===== config.mk =====
export PLATFORM = sky130hd
export DESIGN_NAME = car_link_responder
export DESIGN_NICKNAME = d
export VERILOG_FILES = /design/src/rtl/car_link_responder.sv
export SDC_FILE = /design/constraint.sdc
export NUM_CORES = 1
export LEC_CHECK = 0
export ABC_AREA = 1
export BUFFER_PORTS_ARGS = -buffer_cell sky130_fd_sc_hd__buf_2
export CORE_MARGIN = 5
export CORE_UTILIZATION = 40
export DETAILED_ROUTE_END_ITERATION = 8
export SETUP_SLACK_MARGIN = 0.4
export SLEW_MARGIN = 20
export SYNTH_ARGS = -nofsm -noshare
export SYNTH_HDL_FRONTEND = slang
export SYNTH_SLANG_ARGS = --single-unit

===== constraint.sdc =====
create_clock -name clk -period 1.4 [get_ports clk]
set_input_delay 0.07 -clock clk [delete_from_list [all_inputs] [get_ports clk]]
set_output_delay 0.07 -clock clk [all_outputs]
set_load 0.005 [all_outputs]

===== src/rtl/car_link_responder.sv =====
// car_link_responder: far end of the car UART link.
// Decodes command bytes into registered actuator commands, answers with a
// detector status byte after each accepted command and periodically while
// idle, and forces a safe stop when the link goes quiet for too long.
module car_link_responder #(
  parameter int unsigned TIMEOUT_CYCLES = 50000000,
  parameter int unsigned REPLY_PERIOD   = 1000000,
  parameter int unsigned CNT_W          = 26
) (
  input  logic       clk,
  input  logic       rst_n,
  input  logic [7:0] rx_data,
  input  logic       rx_valid,
  input  logic       tx_busy,
  input  logic       front_in,
  input  logic       left_in,
  input  logic       right_in,
  input  logic       back_in,
  output logic [7:0] tx_data,
  output logic       tx_start,
  output logic       move_forward,
  output logic       move_backward,
  output logic       turn_left,
  output logic       turn_right,
  output logic       place_barrier,
  output logic       destroy_barrier,
  output logic       cmd_valid,
  output logic       frame_err,
  output logic [7:0] err_count,
  output logic       link_lost
);

  localparam logic [CNT_W-1:0] WD_LAST  = CNT_W'(TIMEOUT_CYCLES - 1);
  localparam logic [CNT_W-1:0] PER_LAST = CNT_W'(REPLY_PERIOD - 1);
  localparam logic [CNT_W-1:0] CNT_ZERO = {CNT_W{1'b0}};
  localparam logic [CNT_W-1:0] CNT_ONE  = {{(CNT_W-1){1'b0}}, 1'b1};
  localparam logic [3:0]       HI_LAST  = 4'd15;

  typedef enum logic [1:0] {
    ST_IDLE    = 2'd0,
    ST_WAIT_HI = 2'd1,
    ST_WAIT_LO = 2'd2
  } tx_state_t;

  logic [5:0]       r_cmd;
  logic             r_cmd_valid;
  logic             r_frame_err;
  logic [7:0]       r_err_count;
  logic             r_link_lost;
  logic [CNT_W-1:0] r_wd_cnt;
  logic [CNT_W-1:0] r_per_cnt;
  logic             r_pending;
  tx_state_t        r_state;
  tx_state_t        w_next_state;
  logic [3:0]       r_wait_cnt;
  logic             r_tx_start;
  logic [7:0]       r_tx_data;

  logic w_hdr_ok;
  logic w_dir_ok;
  logic w_accept;
  logic w_reject;
  logic w_wd_expired;
  logic w_per_wrap;
  logic w_issue;

  // Byte classification and counter terminal conditions.
  assign w_hdr_ok     = (rx_data[7:6] == 2'b10);
  assign w_dir_ok     = !(rx_data[0] && rx_data[1]);
  assign w_accept     = rx_valid && w_hdr_ok && w_dir_ok;
  assign w_reject     = rx_valid && !(w_hdr_ok && w_dir_ok);
  assign w_wd_expired = (r_wd_cnt == WD_LAST);
  assign w_per_wrap   = (r_per_cnt == PER_LAST);

  // Command register, strobes, error counter and link-lost flag; an accept beats a watchdog expiry.
  always_ff @(posedge clk or negedge rst_n) begin
    if (!rst_n) begin
      r_cmd       <= 6'd0;
      r_cmd_valid <= 1'b0;
      r_frame_err <= 1'b0;
      r_err_count <= 8'd0;
      r_link_lost <= 1'b0;
    end else begin
      r_cmd_valid <= w_accept;
      r_frame_err <= w_reject;
      if (w_accept) begin
        r_cmd       <= rx_data[5:0];
        r_link_lost <= 1'b0;
      end else if (w_wd_expired) begin
        r_cmd       <= 6'd0;
        r_link_lost <= 1'b1;
      end else begin
        r_cmd       <= r_cmd;
        r_link_lost <= r_link_lost;
      end
      if (w_reject && (r_err_count != 8'hFF)) begin
        r_err_count <= r_err_count + 8'd1;
      end else begin
        r_err_count <= r_err_count;
      end
    end
  end

  // Link watchdog: counts idle cycles and parks at the terminal value until the next accept.
  always_ff @(posedge clk or negedge rst_n) begin
    if (!rst_n) begin
      r_wd_cnt <= CNT_ZERO;
    end else if (w_accept) begin
      r_wd_cnt <= CNT_ZERO;
    end else if (!w_wd_expired) begin
      r_wd_cnt <= r_wd_cnt + CNT_ONE;
    end else begin
      r_wd_cnt <= r_wd_cnt;
    end
  end

  // Unsolicited reply period counter, restarted by every accept.
  always_ff @(posedge clk or negedge rst_n) begin
    if (!rst_n) begin
      r_per_cnt <= CNT_ZERO;
    end else if (w_accept || w_per_wrap) begin
      r_per_cnt <= CNT_ZERO;
    end else begin
      r_per_cnt <= r_per_cnt + CNT_ONE;
    end
  end

  // Single reply-pending flag; new requests coalesce and survive the cycle that services the old one.
  always_ff @(posedge clk or negedge rst_n) begin
    if (!rst_n) begin
      r_pending <= 1'b0;
    end else begin
      r_pending <= w_accept || w_per_wrap || (r_pending && !w_issue);
    end
  end

  // Transmit FSM state register.
  always_ff @(posedge clk or negedge rst_n) begin
    if (!rst_n) begin
      r_state <= ST_IDLE;
    end else begin
      r_state <= w_next_state;
    end
  end

  // Transmit FSM next state: handshake on tx_busy, give up waiting for it after 16 cycles.
  always_comb begin
    w_next_state = r_state;
    case (r_state)
      ST_IDLE: begin
        if (r_pending && !tx_busy) w_next_state = ST_WAIT_HI;
        else                       w_next_state = ST_IDLE;
      end
      ST_WAIT_HI: begin
        if (tx_busy)                       w_next_state = ST_WAIT_LO;
        else if (r_wait_cnt == HI_LAST)    w_next_state = ST_IDLE;
        else                               w_next_state = ST_WAIT_HI;
      end
      ST_WAIT_LO: begin
        if (!tx_busy) w_next_state = ST_IDLE;
        else          w_next_state = ST_WAIT_LO;
      end
      default: w_next_state = ST_IDLE;
    endcase
  end

  // Transmit FSM outputs: decide when a reply is issued.
  always_comb begin
    w_issue = 1'b0;
    case (r_state)
      ST_IDLE:    w_issue = r_pending && !tx_busy;
      ST_WAIT_HI: w_issue = 1'b0;
      ST_WAIT_LO: w_issue = 1'b0;
      default:    w_issue = 1'b0;
    endcase
  end

  // Cycle counter for the WAIT_HI give-up timeout.
  always_ff @(posedge clk or negedge rst_n) begin
    if (!rst_n) begin
      r_wait_cnt <= 4'd0;
    end else if (r_state == ST_WAIT_HI) begin
      r_wait_cnt <= r_wait_cnt + 4'd1;
    end else begin
      r_wait_cnt <= 4'd0;
    end
  end

  // Registered transmit request and status byte; the byte holds until the next request.
  always_ff @(posedge clk or negedge rst_n) begin
    if (!rst_n) begin
      r_tx_start <= 1'b0;
      r_tx_data  <= 8'd0;
    end else begin
      r_tx_start <= w_issue;
      if (w_issue) begin
        r_tx_data <= {4'b0000, back_in, right_in, left_in, front_in};
      end else begin
        r_tx_data <= r_tx_data;
      end
    end
  end

  assign tx_start        = r_tx_start;
  assign tx_data         = r_tx_data;
  assign move_forward    = r_cmd[0];
  assign move_backward   = r_cmd[1];
  assign turn_left       = r_cmd[2];
  assign turn_right      = r_cmd[3];
  assign place_barrier   = r_cmd[4];
  assign destroy_barrier = r_cmd[5];
  assign cmd_valid       = r_cmd_valid;
  assign frame_err       = r_frame_err;
  assign err_count       = r_err_count;
  assign link_lost       = r_link_lost;

endmodule


=== Word-level counts from Yosys, hierarchy flattened ===
Cells that the tools add are included.

* Reduce and logical (&&, ||, !) cells: 16
* Multiply operators: 0
* Add/sub/neg operators: 4
* Magnitude comparators: 0
* Bitwise gates (word level): 0
* Equality and inequality tests: 8
* Divide/modulo/power cells: 0
* Mux-type cells: 14
* Shift operators: 0

{| class="wikitable"
|+ Operators by type and width
! kind !! number
|-
| 26-bit 2-to-1 mux || 3
|-
| 26-bit by 1-bit adder with 26-bit output, second input constant || 2
|-
| 26-bit by 20-bit equality test with 1-bit output, second input constant || 1
|-
| 26-bit equality test, second input constant || 1
|-
| 6-bit 2-to-1 mux || 2
|-
| 8-bit by 1-bit adder with 8-bit output, second input constant || 1
|-
| 1-bit logical AND || 8
|-
| 8-bit inequality test, second input constant || 1
|-
| 2-bit one-hot mux with 3 select lines || 1
|-
| 1-bit 2-to-1 mux || 5
|-
| 4-bit by 1-bit adder with 4-bit output, second input constant || 1
|-
| 2-bit equality test, second input constant || 2
|-
| 4-bit equality test, second input constant || 1
|-
| 1-bit zero test || 4
|-
| 2-bit 2-to-1 mux || 2
|-
| 4-bit 2-to-1 mux || 1
|-
| 2-bit by 1-bit equality test with 1-bit output, second input constant || 1
|-
| 2-bit zero test || 1
|-
| 1-bit logical OR || 2
|-
| 2-bit inequality test, second input constant || 1
|-
| 2-bit nonzero test || 1
|}

* Memories: 0
* Bits in read-only memories: 0
* Input port bits: 16
* Logic and storage cells: 54
* Latch bits: 0
* Bits in writable memories: 0
* Output and inout port bits: 26
* Register bits: 81

=== Logic depth before layout (Yosys ltp) ===
* Word-level depth: 6
* Depth in mapped cells: 9
* Gate-level depth less buffers: 9

=== Worst setup path after synthesis ===
No wires, ideal clock.

* Kind: reg2reg
* Start: reg r_wd_cnt[0]
* End: reg r_wd_cnt[7]
* Arrival: 1.360 ns
* Buffers on the path: 0
* Path slack: -0.074 ns
* Cell stages (with the launch flop): 9
* Clock period less this slack: 1.474 ns
* Data required time: 1.286 ns
* Setup time: 0.114 ns
* Cells stage by stage: dfrtp_1 > ha_1 > nand3_2 > nor2_4 > nand2_1 > nor2_4 > nand3_1 > nand2_1 > inv_1

* Word-level cells in the longest chain between the ends: 3
* Elaborated cells on any way between the ends: 5
* Classes of those cells: 1 x add/sub; 2 x eq/ne; 2 x mux

{| class="wikitable"
|+ RTL lines
! what !! RTL line !! source
|-
| from (decl) || 50 || <nowiki>logic [CNT_W-1:0] r_wd_cnt;</nowiki>
|-
| from (signal assigned) || 111 || <nowiki>r_wd_cnt <= r_wd_cnt + CNT_ONE;</nowiki>
|-
| from (signal assigned) || 113 || <nowiki>r_wd_cnt <= r_wd_cnt;</nowiki>
|-
| 26-bit by 1-bit adder with 26-bit output || 111 ||
|-
| 26-bit 2-to-1 mux || 110 || <nowiki>end else if (!w_wd_expired) begin</nowiki>
|-
| 26-bit 2-to-1 mux || 108 || <nowiki>end else if (w_accept) begin</nowiki>
|}

Parallel ways exist; a longest one is shown, timed or not. The select of a mux whose other input is x is not followed.
A chain may end at the register's enable or synchronous reset.

=== Worst setup path after layout ===
Same ends and word-level chain as after synthesis.

==> impl_metrics.toml <==
[synthesis]
yosysSeqAreaShare = 0.459
avgSynthCellArea_um2 = 7.19
synthMuxAreaShare = 0
yosysWarnings = 0
synthSimpleGateAreaFrac = 0.384
synth_compound_area_frac = 0.0312
synth_cell_types = 31
synth_fa_ha_area_frac = 0.0142
synth_top_family_by_area = "simple AND/OR/NAND/NOR gates"
synth_seq_cells = 81
synth_area_um2 = 4410
syn-instance-count = 614
post_synth_xor_area_fraction = 0.0437

[cts]
numCtsBuffers = 9
htreeDepth = 3
cts.sinks = 81
clockBufferDepth = 2
root_buffer = "clkbuf_8"
clkTransAtPathRegs_ns = 0.08
cts_tree = "yes"
worstSkewPairLatency_ns = 0.37

[die]
chipWidth_um = 115
start_util = 0.407
rows = 38
core_area_um2 = 10800
io_pins = 42
die_area_um2 = 13200
die_h_um = 115

[layout]
nets = 775
areaGrowthSynthToFinish_pct = 47.8
fin_cells = 898
layout_common_cells = "nand2_1 (169), nor2_1 (73), dfrtp_1 (64), buf_4 (64), inv_1 (47)"
drive_gt1_frac = 0.417
n_antenna_cell = 0
final_common_cell = "nand2_1"
utilization = 0.601
fin_area_um2 = 6520

[drt]
dr.pass1.iters = 5
antenna_left = 0
wl_per_cell_um = 13.6
drc = 0
routed_wirelength_um = 12200
vias = 4353
drt-initial-drc-count = 271
viasPerCell = 4.85

[placement]
gp_congestion = 0.945
place_area_um2 = 5210
io_buffers = 37
dp_hpwl_um = 7950
dp_cells = 825

[sta]
finalCritPeriodShare = 1.03
fin_ws_ns = -0.0403
slew_headroom = 0.640
finalMaxSlewViolations = 0
max_clock_freq_ghz = 0.694
rsz0062_at_grt = "true"
fin_worst_skew_ns = 0.0140
fin_crit_ns = 1.44
hold_violations = 0
tightest_slew_ns = 0.535
fin_setup_tns_ns = -0.149
setup_violations = 8

[outcome]
violations = "negative setup slack"
status = "complete, but fails checks"

[global_routing]
grt_util_met3 = 0.0353
use_met2 = 0.293
grt_antenna_before_repair = 0
overflow = 0
grt_pass1_vias = 4232
grt_first_pass_wirelength_um = 19400
met1_usage = 0.248
grt_max_degree = 32
grt_use_total = 0.181
top_usage_layer = "met2"

[worst_setup_path]
path_buf_inv = 1
crit_required_ns = 1.66
cp-end-kind = "register"
worstSetupStartpointType = "register"
cp_top_family = "simple AND/OR/NAND/NOR gates"
criticalPathCategory = "register to register"
cp_cell_sequence = "ha_4 -> nand3_4 -> nor2_4 -> nand2_2 -> nor2_4 -> nand3_2 -> nand2_1 -> inv_1"
slowest_delay_ns = 0.42
path_max_fanout = 6
worst_path_max_delay_cell = "dfrtp_1"
crit_top_cell = "nor2_4"
arrival_ns = 1.70

[job]
max_cap_violations = 0

[min_path]
hold_path.class = "primary input to register"

[power]
peakVddDrop_uv = 749
power_density_nw_per_um2 = 1040
leakagePower_uw = 0.00296
-- final timing paths --
kind,start,to,slack (ns),cells after the start
max,r_wd_cnt[0],r_wd_cnt[7],-0.04,8
min,rx_valid,frame_err,0.08,2
max reg2reg,r_wd_cnt[0],r_wd_cnt[7],-0.04,8
min reg2reg,tx_data[0],tx_data[0],0.48,2
max in group asynchronous,rst_n,r_wd_cnt[2],0.65,3
min in group asynchronous,rst_n,r_state[0],0.19,2
-- through the flow --
stage                     power, µW  hold WS (ns)  setup WS (ns)
after floorplan                4010        -0.226         0.0357
after global routing           7210        0.0729         -0.116
final                          6750        0.0820        -0.0403
after CTS                      6570        0.0630        -0.0126
after detailed placement       4640        0.0435        -0.0797
after global placement         4570        0.0423        0.00770
-- cell type report --
cell class	instances	area, µm²
Sequential cell	81	2050
Inverter	61	236
Timing Repair Buffer	131	1030
Timing Repair inverter	1	6.26
Clock inverter	4	27.5
Fill cell	924	4320
Multi-Input combinational cell	469	2850
Clock buffer	11	141
Tap cell	140	175
-- power by group --
group	switching [µW]	internal, µW
registers	417	2730
clock network	887	688
logic	958	1070
total	2260	4490
-- synth_stat cells --
cell type,number,area share
nor2_4,3,0.0077
xnor2_1,8,0.016
o31ai_1,1,0.0017
ha_1,5,0.014
nor2_2,4,0.0057
nand3b_1,5,0.0085
a21oi_1,9,0.010
o211ai_1,1,0.0017
nand2_2,3,0.0043
nor3b_1,1,0.0017
nor3_1,1,0.0011
conb_1,1,0.00085
buf_2,1,0.0011
buf_6,2,0.0051
inv_1,59,0.050
xor2_1,14,0.028
nor2_1,134,0.11
or2_2,2,0.0028
nand4_1,5,0.0071
dfrtp_1,81,0.46
a21boi_0,1,0.0017
nor3_4,1,0.0037
o21ai_0,14,0.016
nand3_2,2,0.0045
nand2_4,1,0.0026
nand2_1,211,0.18
buf_4,4,0.0068
clkinv_1,1,0.00085
clkbuf_1,2,0.0017
nand3_1,36,0.041
inv_2,1,0.00085
-- state kept, by name, summed over array words and instances, names as in the netlist --
register,count
tx_start,1
err_count,8
r_wait_cnt,4
r_cmd,6
tx_data,4
r_pending,1
r_wd_cnt,26
cmd_valid,1
frame_err,1
link_lost,1
r_state,2
r_per_cnt,26
-- metal layers --
layer | routed length (µm) | part of all wire | vias to the layer above
li1 | - | - | 2162
met1 | 5570 | 0.46 | 2044
met2 | 5710 | 0.47 | 118
met3 | 607 | 0.050 | 29
met4 | 288 | 0.024 | 0
met5 | 0 | 0 | -
-- repair_timing --
item                                    CTS  global route
resized for setup                       110            93
hold buffers                             12             0
setup buffers                            21            21
endpoints found under the setup margin   80            84
gates cloned                              1             3
pin swaps                                33            36
hold endpoints to repair                 57             0
-- cell families after synthesis --
family | count (synthesis)
fa+ha+maj | 5
xor+xnor | 22
compound gates | 26
simple gates | 409
other cells | 1
flops | 81
buf+inv | 70
No activity file was read; power rests on OpenSTA's default activity.
